--- src/rtl/flash_pkg.sv ---
// Shared types and constants for the flash arbiter/sequencer.
package flash_pkg;

  localparam int ADDR_W = 21;
  localparam int DATA_W = 16;

  localparam logic P0 = 1'b0;
  localparam logic P1 = 1'b1;

  typedef enum logic [1:0] {
    S_RST    = 2'd0,
    S_IDLE   = 2'd1,
    S_ACCESS = 2'd2,
    S_ACK    = 2'd3
  } state_t;

endpackage

--- src/rtl/flash_rr_arb.sv ---
// Two-way round-robin grant; pointer names the port favoured on a tie.
module flash_rr_arb
  import flash_pkg::*;
(
  input  logic [1:0] req,
  input  logic       pointer,
  output logic       gnt,
  output logic       valid
);

  // Sole requester wins outright; the pointer only breaks ties.
  always_comb begin
    gnt   = P0;
    valid = |req;
    if (req == 2'b11) begin
      gnt = pointer;
    end else if (req[1]) begin
      gnt = P1;
    end else begin
      gnt = P0;
    end
  end

endmodule

--- src/rtl/flash_arb_ctrl.sv ---
// Shares one NOR flash pad set between two Wishbone masters with
// round-robin arbitration and programmable read wait states.
module flash_arb_ctrl
  import flash_pkg::*;
#(
  parameter int WAIT_CYCLES = 3,
  parameter int RST_HOLD    = 8
) (
  input  logic              wb_clk_i,
  input  logic              wb_rst_i,
  input  logic [ADDR_W-1:0] m0_adr_i,
  input  logic              m0_stb_i,
  input  logic              m0_cyc_i,
  input  logic              m0_we_i,
  output logic [DATA_W-1:0] m0_dat_o,
  output logic              m0_ack_o,
  input  logic [ADDR_W-1:0] m1_adr_i,
  input  logic              m1_stb_i,
  input  logic              m1_cyc_i,
  input  logic              m1_we_i,
  output logic [DATA_W-1:0] m1_dat_o,
  output logic              m1_ack_o,
  output logic [ADDR_W-1:0] flash_addr_,
  input  logic [DATA_W-1:0] flash_data_,
  output logic              flash_ce_n_,
  output logic              flash_oe_n_,
  output logic              flash_we_n_,
  output logic              flash_rst_n_
);

  state_t            state, state_nx;
  logic [7:0]        cnt, cnt_nx;
  logic [ADDR_W-1:0] addr, addr_nx;
  logic [DATA_W-1:0] data, data_nx;
  logic              ce_n, ce_n_nx;
  logic              oe_n, oe_n_nx;
  logic              rst_n, rst_n_nx;
  logic              ack, ack_nx;
  logic              ptr, ptr_nx;
  logic              gnt, gnt_nx;

  logic [1:0]        req;
  logic              arb_gnt;
  logic              arb_valid;
  logic              sel_we;
  logic [ADDR_W-1:0] sel_adr;

  assign req     = {m1_stb_i & m1_cyc_i, m0_stb_i & m0_cyc_i};
  assign sel_we  = (arb_gnt == P1) ? m1_we_i  : m0_we_i;
  assign sel_adr = (arb_gnt == P1) ? m1_adr_i : m0_adr_i;

  flash_rr_arb u_arb (
    .req     (req),
    .pointer (ptr),
    .gnt     (arb_gnt),
    .valid   (arb_valid)
  );

  // State and pad registers; reset forces the pads inactive immediately.
  always_ff @(posedge wb_clk_i or posedge wb_rst_i) begin
    if (wb_rst_i) begin
      state <= S_RST;
      cnt   <= 8'(RST_HOLD);
      addr  <= '0;
      data  <= '0;
      ce_n  <= 1'b1;
      oe_n  <= 1'b1;
      rst_n <= 1'b0;
      ack   <= 1'b0;
      ptr   <= P0;
      gnt   <= P0;
    end else begin
      state <= state_nx;
      cnt   <= cnt_nx;
      addr  <= addr_nx;
      data  <= data_nx;
      ce_n  <= ce_n_nx;
      oe_n  <= oe_n_nx;
      rst_n <= rst_n_nx;
      ack   <= ack_nx;
      ptr   <= ptr_nx;
      gnt   <= gnt_nx;
    end
  end

  // Next-state logic; ack is raised on entry to ACK so it is high for that one cycle.
  always_comb begin
    state_nx = state;
    cnt_nx   = cnt;
    addr_nx  = addr;
    data_nx  = data;
    ce_n_nx  = ce_n;
    oe_n_nx  = oe_n;
    rst_n_nx = rst_n;
    ack_nx   = 1'b0;
    ptr_nx   = ptr;
    gnt_nx   = gnt;
    case (state)
      S_RST: begin
        if (cnt <= 8'd1) begin
          cnt_nx   = 8'd0;
          rst_n_nx = 1'b1;
          state_nx = S_IDLE;
        end else begin
          cnt_nx = cnt - 8'd1;
        end
      end
      S_IDLE: begin
        if (arb_valid) begin
          gnt_nx = arb_gnt;
          if (sel_we) begin
            ack_nx   = 1'b1;
            state_nx = S_ACK;
          end else begin
            addr_nx  = sel_adr;
            ce_n_nx  = 1'b0;
            oe_n_nx  = 1'b0;
            cnt_nx   = 8'(WAIT_CYCLES);
            state_nx = S_ACCESS;
          end
        end else begin
          state_nx = S_IDLE;
        end
      end
      S_ACCESS: begin
        if (cnt != 8'd0) begin
          cnt_nx = cnt - 8'd1;
        end else begin
          data_nx  = flash_data_;
          ce_n_nx  = 1'b1;
          oe_n_nx  = 1'b1;
          ack_nx   = 1'b1;
          state_nx = S_ACK;
        end
      end
      S_ACK: begin
        ptr_nx   = ~gnt;
        state_nx = S_IDLE;
      end
      default: begin
        state_nx = S_RST;
      end
    endcase
  end

  // An abandoned master (stb/cyc dropped) never sees the ack of its pad cycle.
  assign m0_ack_o     = ack & (gnt == P0) & req[0];
  assign m1_ack_o     = ack & (gnt == P1) & req[1];
  assign m0_dat_o     = data;
  assign m1_dat_o     = data;
  assign flash_addr_  = addr;
  assign flash_ce_n_  = ce_n;
  assign flash_oe_n_  = oe_n;
  assign flash_we_n_  = 1'b1;
  assign flash_rst_n_ = rst_n;

endmodule

--- config.mk ---
export PLATFORM = sky130hd
export DESIGN_NAME = flash_arb_ctrl
export DESIGN_NICKNAME = d
export VERILOG_FILES = /design/src/rtl/flash_pkg.sv /design/src/rtl/flash_rr_arb.sv /design/src/rtl/flash_arb_ctrl.sv
export SDC_FILE = /design/constraint.sdc
export NUM_CORES = 1
export LEC_CHECK = 0
export ABC_AREA = 1
export CAP_MARGIN = 20
export CORE_ASPECT_RATIO = 0.75
export CORE_UTILIZATION = 43
export DETAILED_ROUTE_END_ITERATION = 16
export PLACE_DENSITY = 0.81
export SLEW_MARGIN = 40
export SYNTH_ARGS = -nofsm -noshare
export SYNTH_HDL_FRONTEND = slang
export SYNTH_HIERARCHICAL = 1
export SYNTH_SLANG_ARGS = --single-unit
--- constraint.sdc ---
create_clock -name wb_clk_i -period 2.1 [get_ports wb_clk_i]
set_clock_uncertainty 0.2 [all_clocks]
set_input_delay 0.21 -clock wb_clk_i [delete_from_list [all_inputs] [get_ports wb_clk_i]]
set_output_delay 0.21 -clock wb_clk_i [all_outputs]
set_load 0.005 [all_outputs]
==> reports/qor_table.md <==
| Quantity | Value | Unit |
| --- | --- | --- |
| Worst R2R End | flash_addr_[15]$_DFFE_PP0P_ | - |
| Proportion of register bits with asynchronous set or reset after synthesis | 100 | % |
| Fraction of final layout cells with drive strength greater than 1 | 7.92 | % |
| Placed cells | 553 | - |
| Largest buffer count on any clock path | 2 | - |
| Avg Synthesized Cell Area | 7.76 | um2 |
| Largest area contributor in the netlist | dfrtp_1 | - |
| Depth of the most critical reg-to-reg path | 5 | - |
| Top-level I/O count | 125 | - |
| FF-to-FF setup slack | 0.16 | ns |
| Vias | 2901 | - |
| Register clock-pin slew on the reported worst setup and hold paths | 0.10 | ns |
| Yosys top cell area share | 43.6 | % |
| Worst-case setup margin in the final layout | 0.160 | ns |
| CP cell instances | inv_1 -> ha_1 -> nand2_2 -> buf_12 -> o41ai_1 | - |
| Wire length per cell after detailed routing | 14.1 | um |
| Number of rows created at floorplan | 25 | - |
| Fin. Hold Viols | 0 | - |
| Worst-path cell with the longest stage delay | o41ai_1 | - |
| Synth Warn # | 6 | - |
| Leading cell type in the layout, fill and taps excluded | clkdlybuf4s50_1 | - |
| Clk sink count | 52 | - |
| Post-synth design cell area | 2870 | um2 |
| Port Buffer Count | 123 | - |
| Worst EP required | 2.08 | ns |
| Detailed-route DRC error count | 0 | - |
| Endpoint of the most critical setup path | flash_addr_[15]$_DFFE_PP0P_ | - |
| Congestion Overflow GR | 0 | - |
| Number of instances in the synthesized netlist | 370 | - |
| R2r startpoint | state[1]$_DFFE_PP0P_ | - |
| Largest voltage drop on the vdd net | 0.608 | mV |
| Synthesis-to-layout area growth | 47.2 | % |
| Post-layout net count | 551 | - |
| Biggest cell delay along the critical path | 0.47 | ns |
| GPL Wtd Cong | 0.924 | - |
| Crit path launch | state[1]$_DFFE_PP0P_ | - |
| Count of flip-flops with a built-in enable after synthesis | 0 | - |
| Sort of element at the end of the critical path | flip-flop | - |
| Initial antenna violation count | 0 | - |
| Placement-stage worst setup slack | -0.0789 | ns |
| Count of filler cells inserted in the layout | 539 | - |
| Wirelength, routed | 7.92 | mm |
| Die span in x | 96.4 | um |
| Die Height | 72.8 | um |
| Clock tree from TritonCTS | done | - |
| Count of nets left with antenna violations after detail routing | 0 | - |
| Kind of path behind the tightest hold check | in -> async | - |
| Crit start category | flip-flop | - |
| Ratio of routed vias to standard cells | 5.17 | - |
| Tightest hold margin | 0.0163 | ns |
| Root buf cell | clkbuf_8 | - |
| Post CTS Setup Buffer Count | 0 | - |
| Pre-Repair DR Iteration Count | 4 | - |
| Deepest level of the CTS H-tree | 2 | - |
| Sequential area share after synthesis | 45.4 | % |
| DPL Wire Length | 5.97 | mm |
| Effective utilization at floorplan | 45.0 | % |
| Final setup vio count | 0 | - |
| Syn_nets | 442 | - |
| First-pass GRT wire length | 12.6 | mm |
| Count of antenna diodes in the layout | 0 | - |
| Multi-input gate area in the final layout | 1250 | um2 |
| Top achievable clock speed | 0.515 | GHz |
| RSZ-0062 raised after global routing | false | - |
| Areal power density over the cells | 1290 | nW/um2 |
| Critical path type | reg -> reg | - |
| Max cap viols | 0 | - |
| Leak pwr | 1.94 | nW |
| Post-route insts no fill | 561 | - |
| Result of the run | finished clean | - |
| Storage cell area | 1300 | um2 |
| Core outline area | 6380 | um2 |
| Minimum clock period after layout | 1.94 | ns |
| Library cells used by synthesis | 28 | - |
| Number of pins with negative max-slew slack in the final report | 0 | - |
| Most common flop cell mapped by yosys | dfrtp_1 | - |
| Final Cycle Share | 92.4 | % |
| Initial detailed-routing violation count | 159 | - |
| Number of global-route vias before repair | 2774 | - |
| Synth area leaders | dfrtp_1 44%, nand2_1 13%, nor2_1 7.7%, o41ai_1 6.4%, o21ai_0 5.1% | - |
| Clk Latency, worst-skew pair | 0.31 | ns |
| CTS buffer count | 5 | - |
| Total track usage | 23.4 | % |
| Register bit count reported by yosys | 52 | - |
| Leading cell types in the layout, fill and taps excluded | 123 x clkdlybuf4s50_1, 102 x nand2_1, 59 x nor2_1 | - |
| Full die area | 7010 | um2 |
| Data arrival time of the critical path | 1.92 | ns |
| Pin count of the biggest net entering global routing | 43 | - |
| Critical path fanouts, max | 42 | - |
## how the worst min path moves through the flow
stage / to
final: m0_dat_o[2]$_DFFE_PP0P_
after global routing: m0_dat_o[2]$_DFFE_PP0P_
after CTS: m0_dat_o[2]$_DFFE_PP0P_
after detailed placement: flash_rst_n_$_DFFE_PP0P_
after global placement: flash_rst_n_$_DFFE_PP0P_
after floorplan: m0_dat_o[0]$_DFFE_PP0P_
## metrics by stage
step                utilization [%]  cell area [um2]  power [mW]  setup TNS [ns]
floorplan                         -             2870        3.39               0
global placement               64.7             4130        4.74               0
detailed placement             64.7             4130        4.87          -0.390
CTS                            66.2             4220        5.49               0
global route                   66.2             4230        5.96               0
finish                         66.2             4230        5.47               0
## what timing repair did
item,4_1_cts,5_1_grt
hold buffers,0,0
gates resized for setup,0,1
endpoints found under the setup margin,0,1
## per-layer routing
metal / track usage, % / wire (um)
met1: 27.8 / 3290
met2: 41.9 / 3760
met4: 8.33 / 204
met3: 5.00 / 656
met5: 0 / 0
## worst max-delay path: cells and delay by family (launching register included)
family / cells / cell delay (ns)
AOI/OAI and AO/OA: 1 / 0.47
adders and majority gates: 1 / 0.29
buffers and inverters: 2 / 0.29
DFF: 1 / 0.41
and+or+nand+nor: 1 / 0.13
## synth_stat cells, drive strengths merged (2+ instances only)
master    n
buf      25
ha        6
nand3    13
dfrtp    50
o41ai    21
nand2   105
o21ai    33
a21oi     4
nand4     8
nor2     61
clkbuf   11
inv      25
dfstp     2
## sequential cells by signal (all words and copies together) (netlist names)
| signal | count |
|---|---|
| flash_addr_ | 21 |
| cnt | 8 |
| flash_oe_n_ | 1 |
| flash_rst_n_ | 1 |
| state | 2 |
| gnt | 1 |
| ack | 1 |
| m0_dat_o | 16 |
| ptr | 1 |
## cell families after synthesis
group / after synthesis / share of synthesized area, %
simple gates: 188 / 26.7
buf+inv: 62 / 11.3
compound gates: 60 / 13.6
flops: 52 / 45.4
fa+ha+maj: 6 / 2.61
xor+xnor: 1 / 0.305
other cells: 1 / 0.131
## report_power, final
part / leakage (nW) / switching, mW / total, mW / internal (mW)
combinational: 1.28 / 1.39 / 3.07 / 1.68
clock: 0.0516 / 0.340 / 0.610 / 0.270
sequential: 0.615 / 0.322 / 1.79 / 1.47
## final cells by class
class	count	share of cell area (%)
well taps	81	2.40
repair buffers	138	32.7
inverters	26	2.31
multi-input cells	256	29.5
clock buffers	6	1.95
clock inverters	2	0.326
flip-flops and latches	52	30.8
No activity file was read; power rests on OpenSTA's default activity.
